## src/rtl/clock_disp_pkg.sv

```systemverilog
// Shared constants and helpers for the clock display path.
// Used by display_scan_ctrl and scan_prescaler.
package clock_disp_pkg;

   localparam int         NUM_DIGITS = 6;
   localparam logic [3:0] POS_BLANK  = 4'hF;
   localparam logic [3:0] BCD_MAX    = 4'd9;

   // Prescaler counter width; a divide-by-1 still needs one bit.
   function automatic int presc_width(input int div);
      int w;
      w = $clog2(div);
      return (w < 1) ? 1 : w;
   endfunction

endpackage

```

## src/rtl/scan_prescaler.sv

```systemverilog
// Free-running divider: counts 0..TICK_DIV-1 while enabled.
// Ports: clk, rst (sync, active-high), en, tick (high on last count).
module scan_prescaler
   import clock_disp_pkg::*;
#(
   parameter int TICK_DIV = 50000
) (
   input  logic clk,
   input  logic rst,
   input  logic en,
   output logic tick
);

   localparam int           W    = presc_width(TICK_DIV);
   localparam logic [W-1:0] LAST = W'(TICK_DIV - 1);

   logic [W-1:0] cnt;

   assign tick = en && (cnt == LAST);

   always_ff @(posedge clk) begin
      if (rst) begin
         cnt <= '0;
      end else if (en) begin
         cnt <= (cnt == LAST) ? '0 : cnt + 1'b1;
      end
   end

endmodule

```

## src/rtl/display_scan_ctrl.sv

```systemverilog
// Six-digit display scanner: walks positions and presents the snapshot digit.
// Ports: clk, rst, en, digits_in[23:0], blank_lz -> bcd_pos, bcd_digit, blank, frame_start.
module display_scan_ctrl #(
   parameter int TICK_DIV   = 50000,
   parameter int NUM_DIGITS = clock_disp_pkg::NUM_DIGITS
) (
   input  logic        clk,
   input  logic        rst,
   input  logic        en,
   input  logic [23:0] digits_in,
   input  logic        blank_lz,
   output logic [3:0]  bcd_pos,
   output logic [3:0]  bcd_digit,
   output logic        blank,
   output logic        frame_start
);

   import clock_disp_pkg::*;

   localparam logic [2:0] LAST_POS = 3'(NUM_DIGITS - 1);

   logic        tick;
   logic [2:0]  pos_q;
   // 8 digit slots; slots above 5 stay zero since only 24 bits come in.
   logic [31:0] snap;
   logic        load_pend;
   logic        fs_pend;
   logic        wrap;
   logic [3:0]  d;
   logic        blank_nx;

   scan_prescaler #(
      .TICK_DIV(TICK_DIV)
   ) u_presc (
      .clk (clk),
      .rst (rst),
      .en  (en),
      .tick(tick)
   );

   // Position is held while the first snapshot loads, so the
   // first frame always starts from position 0 with real data.
   assign wrap = tick && !load_pend && (pos_q == LAST_POS);

   always_comb begin
      d        = snap[{pos_q, 2'b00} +: 4];
      blank_nx = (d > BCD_MAX)
               | (blank_lz & (pos_q == LAST_POS) & (d == 4'd0));
   end

   always_ff @(posedge clk) begin
      if (rst) begin
         pos_q       <= '0;
         snap        <= '0;
         load_pend   <= 1'b1;
         fs_pend     <= 1'b0;
         bcd_pos     <= '0;
         bcd_digit   <= '0;
         blank       <= 1'b0;
         frame_start <= 1'b0;
      end else if (en) begin
         load_pend <= 1'b0;
         if (load_pend || wrap) begin
            snap <= 32'(digits_in);
         end
         if (tick && !load_pend) begin
            pos_q <= wrap ? 3'd0 : pos_q + 3'd1;
         end
         // Position 0 of the new frame reaches the outputs one
         // enabled cycle after the load/wrap, so delay the pulse.
         fs_pend     <= load_pend | wrap;
         frame_start <= fs_pend;
         blank       <= blank_nx;
         bcd_pos     <= blank_nx ? POS_BLANK : {1'b0, pos_q};
         bcd_digit   <= blank_nx ? 4'h0 : d;
      end
   end

endmodule

```

## config.mk

```make
export PLATFORM = sky130hd
export DESIGN_NAME = display_scan_ctrl
export DESIGN_NICKNAME = d
export VERILOG_FILES = /design/src/rtl/clock_disp_pkg.sv /design/src/rtl/scan_prescaler.sv /design/src/rtl/display_scan_ctrl.sv
export SDC_FILE = /design/constraint.sdc
export NUM_CORES = 1
export LEC_CHECK = 0
export CORE_AREA = 2 2 76 78
export DETAILED_ROUTE_END_ITERATION = 10
export DIE_AREA = 0 0 78 80
export PLACE_DENSITY_LB_ADDON = 0.2
export SKIP_LAST_GASP = 1
export SLEW_MARGIN = 20
export SYNTH_ARGS = -nofsm -noshare
export SYNTH_HDL_FRONTEND = slang
export SYNTH_SLANG_ARGS = --single-unit
```

## constraint.sdc

```tcl
create_clock -name clk -period 2.2 [get_ports clk]
set_input_delay 0.44 -clock clk [delete_from_list [all_inputs] [get_ports clk]]
set_output_delay 0.44 -clock clk [all_outputs]
set_load 0.05 [all_outputs]
```

Word level (Yosys, flattened, before mapping) --
Cells that the tools add are included.
Word-level totals: register bits 55, bits of input ports 28, output and inout bits 10, word-level logic and storage cells 31
Operators by class: add/subtract/negate cells 2, magnitude comparators 1, equality and inequality tests 2, shift-type cells 1, muxes and demuxes 4, bitwise logic cells 4, reduce and logical (&&, ||, !) cells 8
Operators with widths (number):
- $shiftx 32x6->4 | 1
- $add 16x1->16 const B | 1
- $eq 16x16->1 const B | 1
- $mux 16 | 1
- $mux 4 | 2
- $gt 4x4->1 const B | 1
- $logic_not 4->1 | 1
- $reduce_and 2->1 | 2
- $add 3x1->3 const B | 1
- $eq 3x3->1 const B | 1
- $logic_and 1x1->1 | 3
- $mux 3 | 1
- $and 1x1->1 | 2
- $or 1x1->1 | 2
- $logic_not 1->1 | 1
- $logic_or 1x1->1 | 1

Depth between registers and ports, before layout --
word-level depth 6, gate-level depth with buffers 10, mapped depth without buffers 6

By module --
Synthesis repeated with hierarchy kept, for this count alone.
Unflattened totals: cell total of the unflattened synthesis 291, area total of the unflattened synthesis 2437.3 sq um
By module, submodules not included:
- display_scan_ctrl | times used 1, cells each 207, area an instance 1679.1 sq um, seq. area each 760.7 sq um
- scan_prescaler | times used 1, cells each 84, area an instance 758.2 sq um, seq. area each 320.3 sq um

Least setup slack after synthesis --
Ideal clock, no wire load.
path type reg2reg, start point register pos_q[1], end point register bcd_pos[0], setup time 91 ps, arrival 1862 ps, data required time 2109 ps, setup slack 247 ps, cell stages (with the launch flop) 9, path buffers 2, period minus slack after synthesis 1953 ps, cell sequence dfxtp_1 buf_2 buf_2 inv_1 ha_1 nand2_1 or4b_1 mux2_4 a311oi_1
Between the ends: longest elaborated chain between the ends 5, elaborated cells between the ends (all ways) 8, classes of those cells order compare (1); eq/ne (1); shift (1); mux (1); bitwise (3); reduce/logical (1)
Ends and longest elaborated chain:
- start, declared | line display_scan_ctrl.sv:23 | logic [2:0] pos_q;
- start signal, assigned | line display_scan_ctrl.sv:67 | pos_q <= wrap ? 3'd0 : pos_q + 3'd1;
- parallel branches: the longest is 3 deep, another holds $gt 4x4->1
- $or 1x1->1 * | line display_scan_ctrl.sv:48 | | (blank_lz & (pos_q == LAST_POS) & (d == 4'd0));
- $mux 4 * | line display_scan_ctrl.sv:74 | bcd_pos <= blank_nx ? POS_BLANK : {1'b0, pos_q};
- end signal, assigned | line display_scan_ctrl.sv:74
- end, declared | line display_scan_ctrl.sv:12 | output logic [3:0] bcd_pos,
Every way passes the cells marked *. A chain may end at the register's enable or synchronous reset.

Final worst setup path --
start point register pos_q[0], end point register bcd_pos[1]
The elaborated chain is that of the path after synthesis.

==> run_summary.xml <==
<?xml version="1.0" encoding="UTF-8"?>
<metrics>
  <group name="drt">
    <metric name="drc" unit="">0</metric>
    <metric name="length_of_routed_met2_wiring" unit="mm">2.35</metric>
    <metric name="dr.first_iter.drc_count" unit="">68</metric>
    <metric name="top_signal_layer_used" unit="">met4</metric>
    <metric name="wl" unit="mm">4.96</metric>
    <metric name="antenna_violating_nets_post_route" unit="">0</metric>
    <metric name="avgViaCountPerCell" unit="">4.96</metric>
    <metric name="dr_wl_met3" unit="um">142</metric>
    <metric name="drt-pass1-iter-count" unit="">4</metric>
    <metric name="wl_per_cell" unit="um">12.6</metric>
    <metric name="via_total_after_detailed_routing" unit="">1958</metric>
    <metric name="wl_met1" unit="mm">2.41</metric>
  </group>
  <group name="timing">
    <metric name="finalSetupTns" unit="ns">0</metric>
    <metric name="timing.final.crit_period" unit="ns">1.97</metric>
    <metric name="timing.final.max_slew_violations" unit="">0</metric>
    <metric name="timing.final.setup_violations" unit="">0</metric>
    <metric name="post_route_clock_period_utilization" unit="%">89.6</metric>
    <metric name="worst_pin_slew" unit="ns">0.498</metric>
    <metric name="slew_headroom" unit="%">66.7</metric>
    <metric name="fmax" unit="GHz">0.507</metric>
    <metric name="grt_setup_unrepaired" unit="">no</metric>
    <metric name="final_hold_violation_count" unit="">0</metric>
    <metric name="finClkSkew" unit="ns">0.00706</metric>
  </group>
  <group name="synthesis">
    <metric name="syn-num-nets" unit="">313</metric>
    <metric name="synth_cell_types" unit="">41</metric>
    <metric name="postSynthAreaPerCell" unit="sq um">9.32</metric>
    <metric name="post_synth_instance_area" unit="sq um">2630</metric>
    <metric name="ys_warn_count" unit="">0</metric>
    <metric name="netlist_instances" unit="">282</metric>
    <metric name="synth.ff_latch_count" unit="">54</metric>
    <metric name="synth.yosys.seq_area_share" unit="%">41.1</metric>
  </group>
  <group name="critical_path">
    <metric name="timing.critical_path.slowest_cell_delay" unit="ns">0.51</metric>
    <metric name="worst_path_max_delay_cell" unit="">dfxtp_2</metric>
    <metric name="critical_path.max_fanout" unit="">10</metric>
    <metric name="r2r_slack" unit="ns">0.23</metric>
    <metric name="worst-endpoint-required" unit="ns">2.42</metric>
    <metric name="worstSetupStartpointType" unit="">flop</metric>
    <metric name="critPathArrivalTime" unit="ns">2.20</metric>
    <metric name="path_cells" unit="">mux2i_2 -&gt; nor2_1 -&gt; or4b_1 -&gt; mux2_4 -&gt; a311oi_1</metric>
    <metric name="critical_path.endpoint_type" unit="">flop</metric>
    <metric name="timing.setup.critical_path_class" unit="">flop to flop</metric>
  </group>
  <group name="global_routing">
    <metric name="grt_pass1_vias" unit="">1922</metric>
    <metric name="grt_max_degree" unit="">24</metric>
    <metric name="grt_usage" unit="%">17.2</metric>
    <metric name="antenna_found_initial" unit="">0</metric>
    <metric name="globalRoute.totalOverflow" unit="">0</metric>
    <metric name="first_pass_grt_wire_length" unit="mm">8.63</metric>
  </group>
  <group name="cts">
    <metric name="number_of_clock_buffers_inserted_by_tritoncts" unit="">5</metric>
    <metric name="htree_levels" unit="">2</metric>
    <metric name="clk_root_buffer_cell" unit="">clkbuf_8</metric>
    <metric name="clk_latency" unit="ns">0.31</metric>
    <metric name="max-clock-path-buffers" unit="">2</metric>
    <metric name="cts.clk_slew.worst_paths" unit="ns">0.10</metric>
    <metric name="clock-sinks" unit="">54</metric>
    <metric name="cts_tree" unit="">done</metric>
  </group>
  <group name="run_status">
    <metric name="outcome" unit="">finished, final reports clean</metric>
  </group>
  <group name="finish">
    <metric name="layout.nets" unit="">353</metric>
    <metric name="syn2layout_area_growth" unit="%">22.1</metric>
    <metric name="layout_commonest_cell" unit="">dfxtp_1</metric>
    <metric name="diodes" unit="">0</metric>
    <metric name="layout.filler_cells" unit="">480</metric>
    <metric name="final_cells" unit="">395</metric>
    <metric name="post_route_cells_drive_above_1_share" unit="%">8.67</metric>
    <metric name="final_cell_mix" unit="">dfxtp_1 (52), nand2b_1 (49), clkdlybuf4s50_1 (37)</metric>
  </group>
  <group name="pwr">
    <metric name="power.leakage" unit="nW">1.16</metric>
    <metric name="power.density" unit="nW/um^2">584</metric>
    <metric name="vdd_ir_drop_max" unit="mV">0.285</metric>
  </group>
  <group name="floorplan">
    <metric name="placeableCoreArea" unit="sq um">5410</metric>
    <metric name="dieWidth" unit="um">78</metric>
    <metric name="initial_utilization" unit="%">48.6</metric>
    <metric name="die-area" unit="sq um">6240</metric>
    <metric name="num_io_pins" unit="">38</metric>
    <metric name="die_h" unit="um">80</metric>
    <metric name="num_rows" unit="">27</metric>
  </group>
  <group name="min_path">
    <metric name="min_path_type" unit="">flop to flop</metric>
  </group>
  <group name="place">
    <metric name="io_buffer_count" unit="">37</metric>
    <metric name="dpl.cell_count" unit="">387</metric>
    <metric name="finalWeightedCongestion" unit="">0.852</metric>
    <metric name="dp.final_hpwl" unit="mm">3.50</metric>
  </group>
  <group name="job">
    <metric name="max-cap-violations" unit="">0</metric>
  </group>
</metrics>
[flip-flops by register name, summed over array words and instances, names as in the netlist]
name	flops
snap	24
u_presc.cnt	16
bcd_digit	4
bcd_pos	4
pos_q	3
frame_start	1
fs_pend	1
load_pend	1
[cells by family (layout without fill, tap and decap cells)]
family / Yosys count / in the layout / synth area share (%)
fa+ha+maj: 3 / 3 / 1.43
compound gates: 27 / 27 / 6.71
mux: 38 / 38 / 16.1
xor+xnor: 14 / 14 / 4.67
simple gates: 122 / 122 / 25.2
flops: 54 / 54 / 41.1
buf+inv: 24 / 65 / 4.76
[cell type report]
class | instances | area, sq um | area share [%]
multi-input cells | 204 | 1420 | 44.3
flip-flops and latches | 54 | 1080 | 33.8
repair buffers | 51 | 500 | 15.6
well taps | 72 | 90.1 | 2.81
clock buffers | 7 | 86.3 | 2.69
inverters | 6 | 22.5 | 0.702
clock inverters | 1 | 5.00 | 0.156
[cell usage after synthesis]
| cell | count | share of area, % |
|---|---|---|
| nor4bb_1 | 2 | 0.76 |
| o211ai_1 | 2 | 0.57 |
| buf_6 | 1 | 0.43 |
| nand3_1 | 8 | 1.5 |
| o21ba_2 | 1 | 0.38 |
| o21ai_0 | 4 | 0.76 |
| or3_1 | 2 | 0.48 |
| nor4b_1 | 1 | 0.33 |
| and4_1 | 1 | 0.33 |
| a311oi_1 | 2 | 0.67 |
| mux2i_2 | 1 | 0.52 |
| a21o_1 | 1 | 0.29 |
| xnor2_1 | 8 | 2.7 |
| o21a_1 | 2 | 0.57 |
| ha_1 | 3 | 1.4 |
| inv_1 | 6 | 0.86 |
| o31ai_1 | 1 | 0.29 |
| nand4_1 | 5 | 1.2 |
| buf_2 | 4 | 0.76 |
| o221ai_1 | 1 | 0.33 |
| mux2i_1 | 33 | 13 |
| dfxtp_1 | 54 | 41 |
| or4b_1 | 1 | 0.38 |
| buf_4 | 6 | 1.7 |
| nor3_1 | 6 | 1.1 |
| mux2_2 | 1 | 0.43 |
| nand2_1 | 13 | 1.9 |
| mux4_1 | 2 | 2.0 |
| a31oi_1 | 1 | 0.24 |
| a21oi_1 | 9 | 1.7 |
| clkbuf_1 | 7 | 1.0 |
| xor2_1 | 6 | 2.0 |
| nor2b_1 | 1 | 0.24 |
| and3_1 | 2 | 0.48 |
| a31o_2 | 1 | 0.33 |
| nor4_1 | 1 | 0.24 |
| nand2b_1 | 49 | 12 |
| nor2_1 | 28 | 4.0 |
| mux2_4 | 1 | 0.57 |
| nand3b_1 | 2 | 0.57 |
| a211oi_1 | 2 | 0.57 |
[path summary, 6_finish.rpt]
check                           depth (start not counted)    startpoint      endpoint
worst max-delay path                                    5      pos_q[0]    bcd_pos[1]
worst min-delay path                                    2  bcd_digit[3]  bcd_digit[3]
worst max register to register                          5      pos_q[0]    bcd_pos[1]
worst min register to register                          2  bcd_digit[3]  bcd_digit[3]
[per-stage QoR]
step / hold WS, ns / setup WS (ns) / area [sq um] / util (%) / power [W]
6_report: 0.469 / 0.228 / 3210 / 59.4 / 0.00187
5_1_grt: 0.493 / 0.0838 / 3210 / 59.4 / 0.00196
4_1_cts: 0.472 / 0.0305 / 3210 / 59.3 / 0.00189
3_5_place_dp: 0.458 / 0.0408 / 3120 / 57.6 / 0.00133
3_3_place_gp: 0.453 / 0.0727 / 3120 / 57.6 / 0.00132
2_1_floorplan: 0.444 / 0.247 / 2630 / - / 0.00122
[critical path: cells and delay by family (launching register included)]
kind	cells	cell delay, ns
AOI/OAI and AO/OA	1	0.24
DFF	1	0.51
muxes	2	0.57
and+or+nand+nor	2	0.56
[power breakdown]
group | switching (W) | leakage (nW) | internal (W)
clock network | 0.000317 | 0.0482 | 0.000255
logic | 0.000118 | 0.674 | 0.000142
registers | 0.0000242 | 0.442 | 0.00102
[timing repair]
item / in CTS / in global routing
endpoints found under the setup margin: 0 / 3
hold buffers: 0 / 0
resized for setup: 0 / 2
setup buffers: 0 / 0
[per-layer routing]
metal | vias up | global-route usage, %
met5 | - | 0
met4 | 0 | 6.32
met3 | 6 | 3.51
met2 | 27 | 28.9
met1 | 886 | 21.9
li1 | 1039 | -
(Power assumes the default switching activity.)
